**src/rtl/fetch_unit_pkg.sv**
```systemverilog
// Shared definitions for the instruction-fetch stage: NOP encoding,
// XLEN, default reset PC and the fetch-queue entry layout.
package fetch_unit_pkg;

    localparam int          XLEN         = 32;
    localparam logic [31:0] NOP          = 32'h0000_0013;
    localparam logic [31:0] RESET_PC_DEF = 32'h0000_0000;

    typedef struct packed {
        logic [31:0] pc;
        logic [31:0] instr;
    } fq_entry_t;

endpackage

```
**src/rtl/fetch_queue.sv**
```systemverilog
// Synchronous FIFO of {pc,instr} entries between imem responses and decode.
// Clear has priority over push; push and pop may coincide on a full queue.
module fetch_queue
    import fetch_unit_pkg::*;
#(
    parameter int   DEPTH = 2,
    localparam int  CW    = $clog2(DEPTH) + 1
) (
    input  logic          clk,
    input  logic          rst_n,
    input  logic          clear,
    input  logic          push,
    input  logic          pop,
    input  fq_entry_t     wdata,
    output fq_entry_t     rdata,
    output logic          full,
    output logic          empty,
    output logic [CW-1:0] count
);

    localparam int AW = $clog2(DEPTH);

    fq_entry_t     mem [DEPTH];
    logic [AW-1:0] wp;
    logic [AW-1:0] rp;

    assign rdata = mem[rp];
    assign full  = (count == CW'(DEPTH));
    assign empty = (count == '0);

    always_ff @(posedge clk or negedge rst_n) begin
        if (!rst_n) begin
            wp    <= '0;
            rp    <= '0;
            count <= '0;
        end else if (clear) begin
            wp    <= '0;
            rp    <= '0;
            count <= '0;
        end else begin
            if (push) wp <= wp + AW'(1);
            if (pop)  rp <= rp + AW'(1);
            count <= count + CW'(push) - CW'(pop);
        end
    end

    always_ff @(posedge clk) begin
        if (push && !clear) mem[wp] <= wdata;
    end

    // The credit scheme upstream must never let a push land on a full queue
    a_no_overflow : assert property (
        @(posedge clk) disable iff (!rst_n)
        !(push && !clear && full && !pop)
    );

endmodule

```
**src/rtl/fetch_unit.sv**
```systemverilog
// RV32I fetch stage with IF/ID register over a variable-latency imem port.
// Define IFETCH_PERF_EN to add FetchCount/BubbleCount performance counters.
module fetch_unit
    import fetch_unit_pkg::*;
#(
    parameter logic [31:0] RESET_PC = RESET_PC_DEF,
    parameter int          QDEPTH   = 2
) (
    input  logic        clk,
    input  logic        rst_n,
    input  logic        PCSrcE,
    input  logic [31:0] PCTargetE,
    input  logic        StallD,
    input  logic        FlushD,
    output logic        ImemReqValid,
    input  logic        ImemReqReady,
    output logic [31:0] ImemAddr,
    input  logic        ImemRspValid,
    input  logic [31:0] ImemRspData,
    output logic [31:0] InstrD,
    output logic [31:0] PCD,
    output logic [31:0] PCPlus4D,
    output logic        ValidD
`ifdef IFETCH_PERF_EN
    ,
    output logic [31:0] FetchCount,
    output logic [31:0] BubbleCount
`endif
);

    localparam int CW = $clog2(QDEPTH) + 1;
    localparam logic [CW:0] QLIM = QDEPTH[CW:0];

    logic [31:0]   pcf;
    logic [31:0]   rsp_pc;
    logic [31:0]   tgt;
    logic [CW-1:0] inflight;
    logic [CW-1:0] drop;
    logic [CW-1:0] qcount;
    logic [CW:0]   credit;
    logic          qfull;
    logic          qempty;
    logic          accept;
    logic          keep;
    logic          update;
    logic          bubble;
    logic          pop;
    fq_entry_t     head;
    fq_entry_t     wentry;
    logic          unused_bits;

    assign tgt         = {PCTargetE[31:2], 2'b00};
    assign unused_bits = ^{PCTargetE[1:0], qfull};

    // Words in flight plus words queued may never exceed the queue depth
    assign credit       = {1'b0, inflight} + {1'b0, qcount};
    assign ImemReqValid = rst_n && !PCSrcE && (credit < QLIM);
    assign ImemAddr     = pcf;
    assign accept       = ImemReqValid && ImemReqReady;

    assign keep   = ImemRspValid && !PCSrcE && (drop == '0);
    assign wentry = '{pc: rsp_pc, instr: ImemRspData};

    assign update = !StallD || FlushD || PCSrcE;
    assign bubble = FlushD || PCSrcE || qempty;
    assign pop    = update && !bubble;

    fetch_queue #(
        .DEPTH (QDEPTH)
    ) u_queue (
        .clk   (clk),
        .rst_n (rst_n),
        .clear (PCSrcE),
        .push  (keep),
        .pop   (pop),
        .wdata (wentry),
        .rdata (head),
        .full  (qfull),
        .empty (qempty),
        .count (qcount)
    );

    always_ff @(posedge clk or negedge rst_n) begin
        if (!rst_n) begin
            pcf      <= RESET_PC;
            rsp_pc   <= RESET_PC;
            inflight <= '0;
            drop     <= '0;
        end else begin
            inflight <= inflight + CW'(accept) - CW'(ImemRspValid);
            if (PCSrcE) begin
                // Everything still outstanding belongs to the old path
                pcf    <= tgt;
                rsp_pc <= tgt;
                drop   <= inflight - CW'(ImemRspValid);
            end else begin
                if (accept) pcf <= pcf + 32'd4;
                if (keep) rsp_pc <= rsp_pc + 32'd4;
                if (ImemRspValid && (drop != '0)) drop <= drop - CW'(1);
            end
        end
    end

    always_ff @(posedge clk or negedge rst_n) begin
        if (!rst_n) begin
            InstrD   <= NOP;
            PCD      <= '0;
            PCPlus4D <= '0;
            ValidD   <= 1'b0;
        end else if (update) begin
            if (bubble) begin
                InstrD   <= NOP;
                PCD      <= '0;
                PCPlus4D <= '0;
                ValidD   <= 1'b0;
            end else begin
                InstrD   <= head.instr;
                PCD      <= head.pc;
                PCPlus4D <= head.pc + 32'd4;
                ValidD   <= 1'b1;
            end
        end
    end

`ifdef IFETCH_PERF_EN
    always_ff @(posedge clk or negedge rst_n) begin
        if (!rst_n) begin
            FetchCount  <= '0;
            BubbleCount <= '0;
        end else begin
            if (pop) FetchCount <= FetchCount + 32'd1;
            if (!StallD && !pop) BubbleCount <= BubbleCount + 32'd1;
        end
    end
`endif

endmodule

```
**config.mk**
```make
export PLATFORM = sky130hd
export DESIGN_NAME = fetch_unit
export DESIGN_NICKNAME = d
export VERILOG_FILES = /design/src/rtl/fetch_unit_pkg.sv /design/src/rtl/fetch_queue.sv /design/src/rtl/fetch_unit.sv
export SDC_FILE = /design/constraint.sdc
export NUM_CORES = 1
export LEC_CHECK = 0
export ABC_AREA = 1
export CAP_MARGIN = 5
export CORE_MARGIN = 2
export CORE_UTILIZATION = 43
export DETAILED_ROUTE_END_ITERATION = 8
export PLACE_DENSITY = 0.66
export SLEW_MARGIN = 20
export SYNTH_ARGS = -nofsm -noshare
export SYNTH_HDL_FRONTEND = slang
export SYNTH_HIERARCHICAL = 1
export SYNTH_SLANG_ARGS = --single-unit
```
**constraint.sdc**
```tcl
create_clock -name clk -period 7.91 [get_ports clk]
set_input_delay 0.791 -clock clk [delete_from_list [all_inputs] [get_ports clk]]
set_output_delay 0.791 -clock clk [all_outputs]
set_load 0.1 [all_outputs]
```
==> impl_metrics.json, run 1 <==
{
  "die_x_um": 183,
  "rrSetupSlack_ns": 4.92,
  "slew_headroom": 0.297,
  "cts_tree": "built",
  "die_h_um": 183,
  "rsz0062_at_grt": "no",
  "clock_skew_ns": 0.0144,
  "setup.worst_path.start_class": "flop",
  "cpPeakStageDelay_ns": 1.13,
  "cts_resized": 0,
  "r2r-end": "u_queue/mem[0][28]",
  "finalWeightedCongestion": 0.859,
  "finalPower_mw": 4.02,
  "cts_buffer_depth": 3,
  "io_buffers": 196,
  "fp.coreArea_um2": 31500,
  "worstPathCellList": "nand2_1, inv_1, fa_1, nor2_1, nand3_1, inv_2, clkdlybuf4s50_1",
  "crit_fanout": 3,
  "grt_overflow": 0,
  "endpoint_kind": "output port",
  "cp-startpoint": "u_queue/count[0]",
  "dpl_cell_area_um2": 16000,
  "slowest_stage": "clkdlybuf4s50_1",
  "numCtsBuffers": 31,
  "nNetsFinal": 1637,
  "cts_hold_buf": 0,
  "mappedNetlistArea_um2": 13700,
  "status": "completed",
  "worst_pin_slew_ns": 1.05,
  "endpoint": "ImemReqValid",
  "wl_mm": 33.1,
  "cts_setup_buffers": 0,
  "finalCritPeriodShare": 0.473,
  "area_growth_pct": 23.9,
  "num_vias": 10200,
  "drv_slew": 0,
  "cp_top_family": "buffers and inverters",
  "dp_hpwl_mm": 22.8,
  "crit_required_ns": 7.12,
  "diodes": 0,
  "worstHoldPathType": "input port to asynchronous set/reset pin",
  "clk_latency_ns": 0.56,
  "io_pins": 201,
  "clk_pin_slew_ns": 0.06,
  "die-area_um2": 33300,
  "worstSetupPathDepth": 7,
  "dr.first_iter.drc_count": 720,
  "drive_above_1_share": 0.109,
  "final_area_um2": 17000,
  "path_buf_inv": 3,
  "grt_max_degree": 70,
  "dr.pass1.iters": 5,
  "cp.arrival_ns": 2.95,
  "layout_min_cycle_time_ns": 3.74,
  "postSynthAreaPerCell_um2": 10.1,
  "grt_pass1_vias": 10000,
  "ys_warn_count": 6,
  "antenna_found_initial": 0,
  "rr_worst_depth": 8,
  "fin_tns_setup_ns": 0,
  "synthCells": 1362,
  "drc": 0,
  "grtUsageTotal": 0.199,
  "hold_slack_ns": 0.144,
  "hold_violations": 0,
  "fill_cells": 2774,
  "viasPerCell": 5.14,
  "leakage_nw": 7.17,
  "h-tree-depth": 1,
  "power_density_nw_per_um2": 237,
  "wl_per_cell_um": 16.7,
  "ctsRootBufferMaster": "clkbuf_16",
  "grt_pass1_wl_mm": 53.3,
  "cts.sinks": 291,
  "num_rows": 65,
  "cap_violations": 0,
  "antenna_left": 0,
  "r2r-start": "drop[0]",
  "vdd_ir_drop_max_v": 0.000169,
  "setup_viol": 0,
  "max_freq_ghz": 0.267,
  "start_util": 0.436,
  "critPathKind": "flop to output port"
}
==> layer usage <==
metal	vias to the layer above	track usage	share of wire
li1	4975	-	-
met1	4846	0.285	0.47
met2	321	0.321	0.45
met3	41	0.0299	0.062
met4	0	0.0490	0.019
met5	-	0	0
==> state kept, by name, indices dropped and copies added (netlist names), 2 cells and up <==
name and cells:
ImemAddr 30, PCD 32, u_queue/mem 128, inflight 2, InstrD 32, u_queue/count 2, PCPlus4D 30, rsp_pc 30
drop 2
==> worst register-to-register path: stages, from the launching register on <==
cell	delay (ns)
dfrtp_1	0.36
inv_1	0.09
ha_1	0.17
nand2_1	0.13
nor2_1	0.12
buf_4	0.25
nand2_1	0.18
nor2_4	0.80
buf_4	0.54
==> placed cells by master, fill, tap and decap left out, types with 8 or more instances in the layout <==
| cell | count |
|---|---|
| a21oi_1 | 19 |
| a22o_1 | 36 |
| buf_4 | 8 |
| clkbuf_16 | 32 |
| clkdlybuf4s50_1 | 194 |
| dfrtp_1 | 159 |
| edfxtp_1 | 128 |
| ha_1 | 9 |
| inv_1 | 141 |
| mux2_2 | 26 |
| mux2_4 | 38 |
| nand2_1 | 332 |
| nand3_1 | 106 |
| nand4_1 | 30 |
| nor2_1 | 101 |
| nor2_2 | 9 |
| nor2_4 | 9 |
| nor3_1 | 9 |
| o211ai_1 | 11 |
| o21ai_0 | 71 |
| o21ai_1 | 8 |
| xor2_1 | 11 |
==> metrics by stage <==
stage	cells	worst slack (ns)	utilization
floorplan	1367	3.36	-
global placement	1924	4.09	0.507
detailed placement	1924	4.09	0.507
CTS	1982	4.12	0.539
global route	1983	4.03	0.540
finish	1983	4.17	0.540
==> power by group <==
group          switching, mW  internal (mW)  leakage (nW)
clock                  0.591          0.843         0.492
sequential             0.119           1.70          3.29
combinational          0.548          0.222          3.38
==> worst min path at each step <==
stage	to	slack, ns	cells after the start
after floorplan	u_queue/mem[0][63]	0.46	0
after global placement	PCD[12]	0.46	2
after detailed placement	PCD[15]	0.46	2
after CTS	ImemAddr[31]	0.13	1
after global routing	ImemAddr[29]	0.15	1
final	ImemAddr[29]	0.14	1
==> layout make-up <==
class | instances | area (µm²) | area share
Sequential cell | 291 | 7930 | 0.467
Multi-Input combinational cell | 880 | 4950 | 0.291
Tap cell | 402 | 503 | 0.0296
Clock inverter | 16 | 144 | 0.00847
Timing Repair Buffer | 205 | 2040 | 0.120
Inverter | 147 | 552 | 0.0325
Clock buffer | 42 | 878 | 0.0517
Power figures use the tool's default switching activity.
==> run 2: changes to the inputs <==
==> constraint.sdc (replaced) <==
create_clock -name clk -period 3.8 [get_ports clk]
set_input_delay 0.38 -clock clk [delete_from_list [all_inputs] [get_ports clk]]
set_output_delay 0.38 -clock clk [all_outputs]
set_load 0.1 [all_outputs]
==> impl_metrics.json, run 2 (synthesized netlist as in run 1, its figures left out) <==
{
  "drive_above_1_share": 0.113,
  "diodes": 0,
  "drv_slew": 0,
  "cap_violations": 0,
  "rsz0062_at_grt": "no",
  "grt_pass1_wl_mm": 53.9,
  "cts_buffer_depth": 3,
  "path_buf_inv": 1,
  "max_freq_ghz": 0.378,
  "clk_latency_ns": 0.56,
  "fin_util": 0.543,
  "fin_tns_setup_ns": 0,
  "cts_hold_buf": 1,
  "setup_viol": 0,
  "die_h_um": 183,
  "leakage_nw": 7.24,
  "cp.arrival_ns": 2.27,
  "cts.sinks": 291,
  "nNetsFinal": 1642,
  "h-tree-depth": 1,
  "r2r-start": "u_queue/rp",
  "worstPathCellList": "clkdlybuf4s50_1",
  "dr.pass1.iters": 5,
  "critPathKind": "flop to output port",
  "cp-startpoint": "ImemAddr[19]",
  "crit_required_ns": 3.42,
  "grt_overflow": 0,
  "cts_resized": 0,
  "fill_cells": 2781,
  "grtUsageTotal": 0.202,
  "wl_mm": 33.8,
  "dp_hpwl_mm": 23.2,
  "num_rows": 65,
  "clk_pin_slew_ns": 0.06,
  "grt_max_degree": 76,
  "layout_min_cycle_time_ns": 2.65,
  "cp_top_family": "buffers and inverters",
  "viasPerCell": 5.20,
  "dr.first_iter.drc_count": 732,
  "grt_pass1_vias": 10300,
  "num_vias": 10300,
  "worstHoldPathType": "input port to asynchronous set/reset pin",
  "multiInputGateArea_um2": 4950,
  "final_common_cell": "nand2_1",
  "cts_setup_buffers": 0,
  "slew_headroom": 0.298,
  "vdd_ir_drop_max_v": 0.000336,
  "final-seq-area_um2": 7930,
  "die-area_um2": 33300,
  "die_x_um": 183,
  "worst_pin_slew_ns": 1.05,
  "slowest_stage": "clkdlybuf4s50_1",
  "antenna_found_initial": 1,
  "clock_skew_ns": 0.0113,
  "power_density_nw_per_um2": 501,
  "io_pins": 201,
  "antenna_left": 0,
  "finalWeightedCongestion": 0.882,
  "fp.coreArea_um2": 31500,
  "largest_register_ffs": 128,
  "top_register": "u_queue/mem",
  "largestRegisters": "u_queue/mem (128), InstrD (32), PCD (32)",
  "hold_violations": 0,
  "status": "completed",
  "mostFrequentLayoutCells": "332 x nand2_1, 193 x clkdlybuf4s50_1, 159 x dfrtp_1, 141 x inv_1, 128 x edfxtp_1",
  "io_buffers": 196,
  "cts_tree": "built",
  "ctsRootBufferMaster": "clkbuf_16",
  "endpoint_kind": "output port",
  "crit_fanout": 7,
  "wl_per_cell_um": 17.0,
  "cpPeakStageDelay_ns": 1.20,
  "finalCritPeriodShare": 0.696,
  "setup.worst_path.start_class": "flop",
  "area_growth_pct": 24.6,
  "numCtsBuffers": 31,
  "start_util": 0.436,
  "drc": 0
}
[run 2: cell types whose count changed in the layout (fill, tap and decap cells not counted)]
| cell | before | now |
|---|---|---|
| buf_4 | 8 | 11 |
| buf_6 | 1 | 3 |
| bufinv_16 | 2 | 5 |
| clkbuf_8 | 4 | 3 |
| clkdlybuf4s50_1 | 194 | 193 |
| clkinv_1 | 3 | 2 |
| clkinv_2 | 5 | 6 |
| clkinv_4 | 1 | 0 |
| clkinvlp_4 | 4 | 2 |
| dlygate4sd3_1 | 0 | 1 |
| inv_4 | 0 | 1 |
[run 2: final cells by class]
class | count | share of cell area
inverter | 147 | 0.0323
timing repair buffer | 210 | 0.122
clock buffer | 41 | 0.0506
clock inverter | 17 | 0.0127
sequential | 291 | 0.464
multi-input combinational | 880 | 0.289
tap | 402 | 0.0294
[run 2: worst paths after layout]
path,endpoint,cells after the start,slack [ns]
worst max-delay path,ImemAddr[19],1,1.15
worst min-delay path,ImemAddr[19],2,0.23
worst max register to register,PCPlus4D[28],9,1.32
worst min register to register,ValidD,2,0.48
max in group asynchronous,u_queue/rp,3,2.52
min in group clk,u_queue/mem[0][16],1,0.39
[run 2: power breakdown]
group | switching [mW] | internal [mW] | total [mW]
Clock | 1.24 | 1.94 | 3.18
Combinational | 1.14 | 0.467 | 1.61
Sequential | 0.250 | 3.53 | 3.78
Total | 2.64 | 5.93 | 8.57
[run 2: per-layer routing]
metal  global-route usage  up-vias  wire, µm
met2                0.319      319     15000
met3               0.0321       49      2120
met1                0.291     4985     15900
met5                    0        -        13
met4               0.0548        2       703
li1                     -     4975         -
[run 2: per-stage QoR]
stage | cell area (µm²) | setup slack [ns] | instances | hold slack, ns | power (mW)
2_1_floorplan | 13700 | 0.577 | 1367 | 0.0844 | 4.95
6_report | 17100 | 1.15 | 1988 | 0.234 | 8.57
5_1_grt | 17100 | 1.07 | 1988 | 0.231 | 8.94
3_3_place_gp | 16000 | 1.24 | 1929 | 0.242 | 5.41
3_5_place_dp | 16000 | 1.20 | 1929 | 0.241 | 5.45
4_1_cts | 17100 | 1.14 | 1988 | 0.213 | 8.65
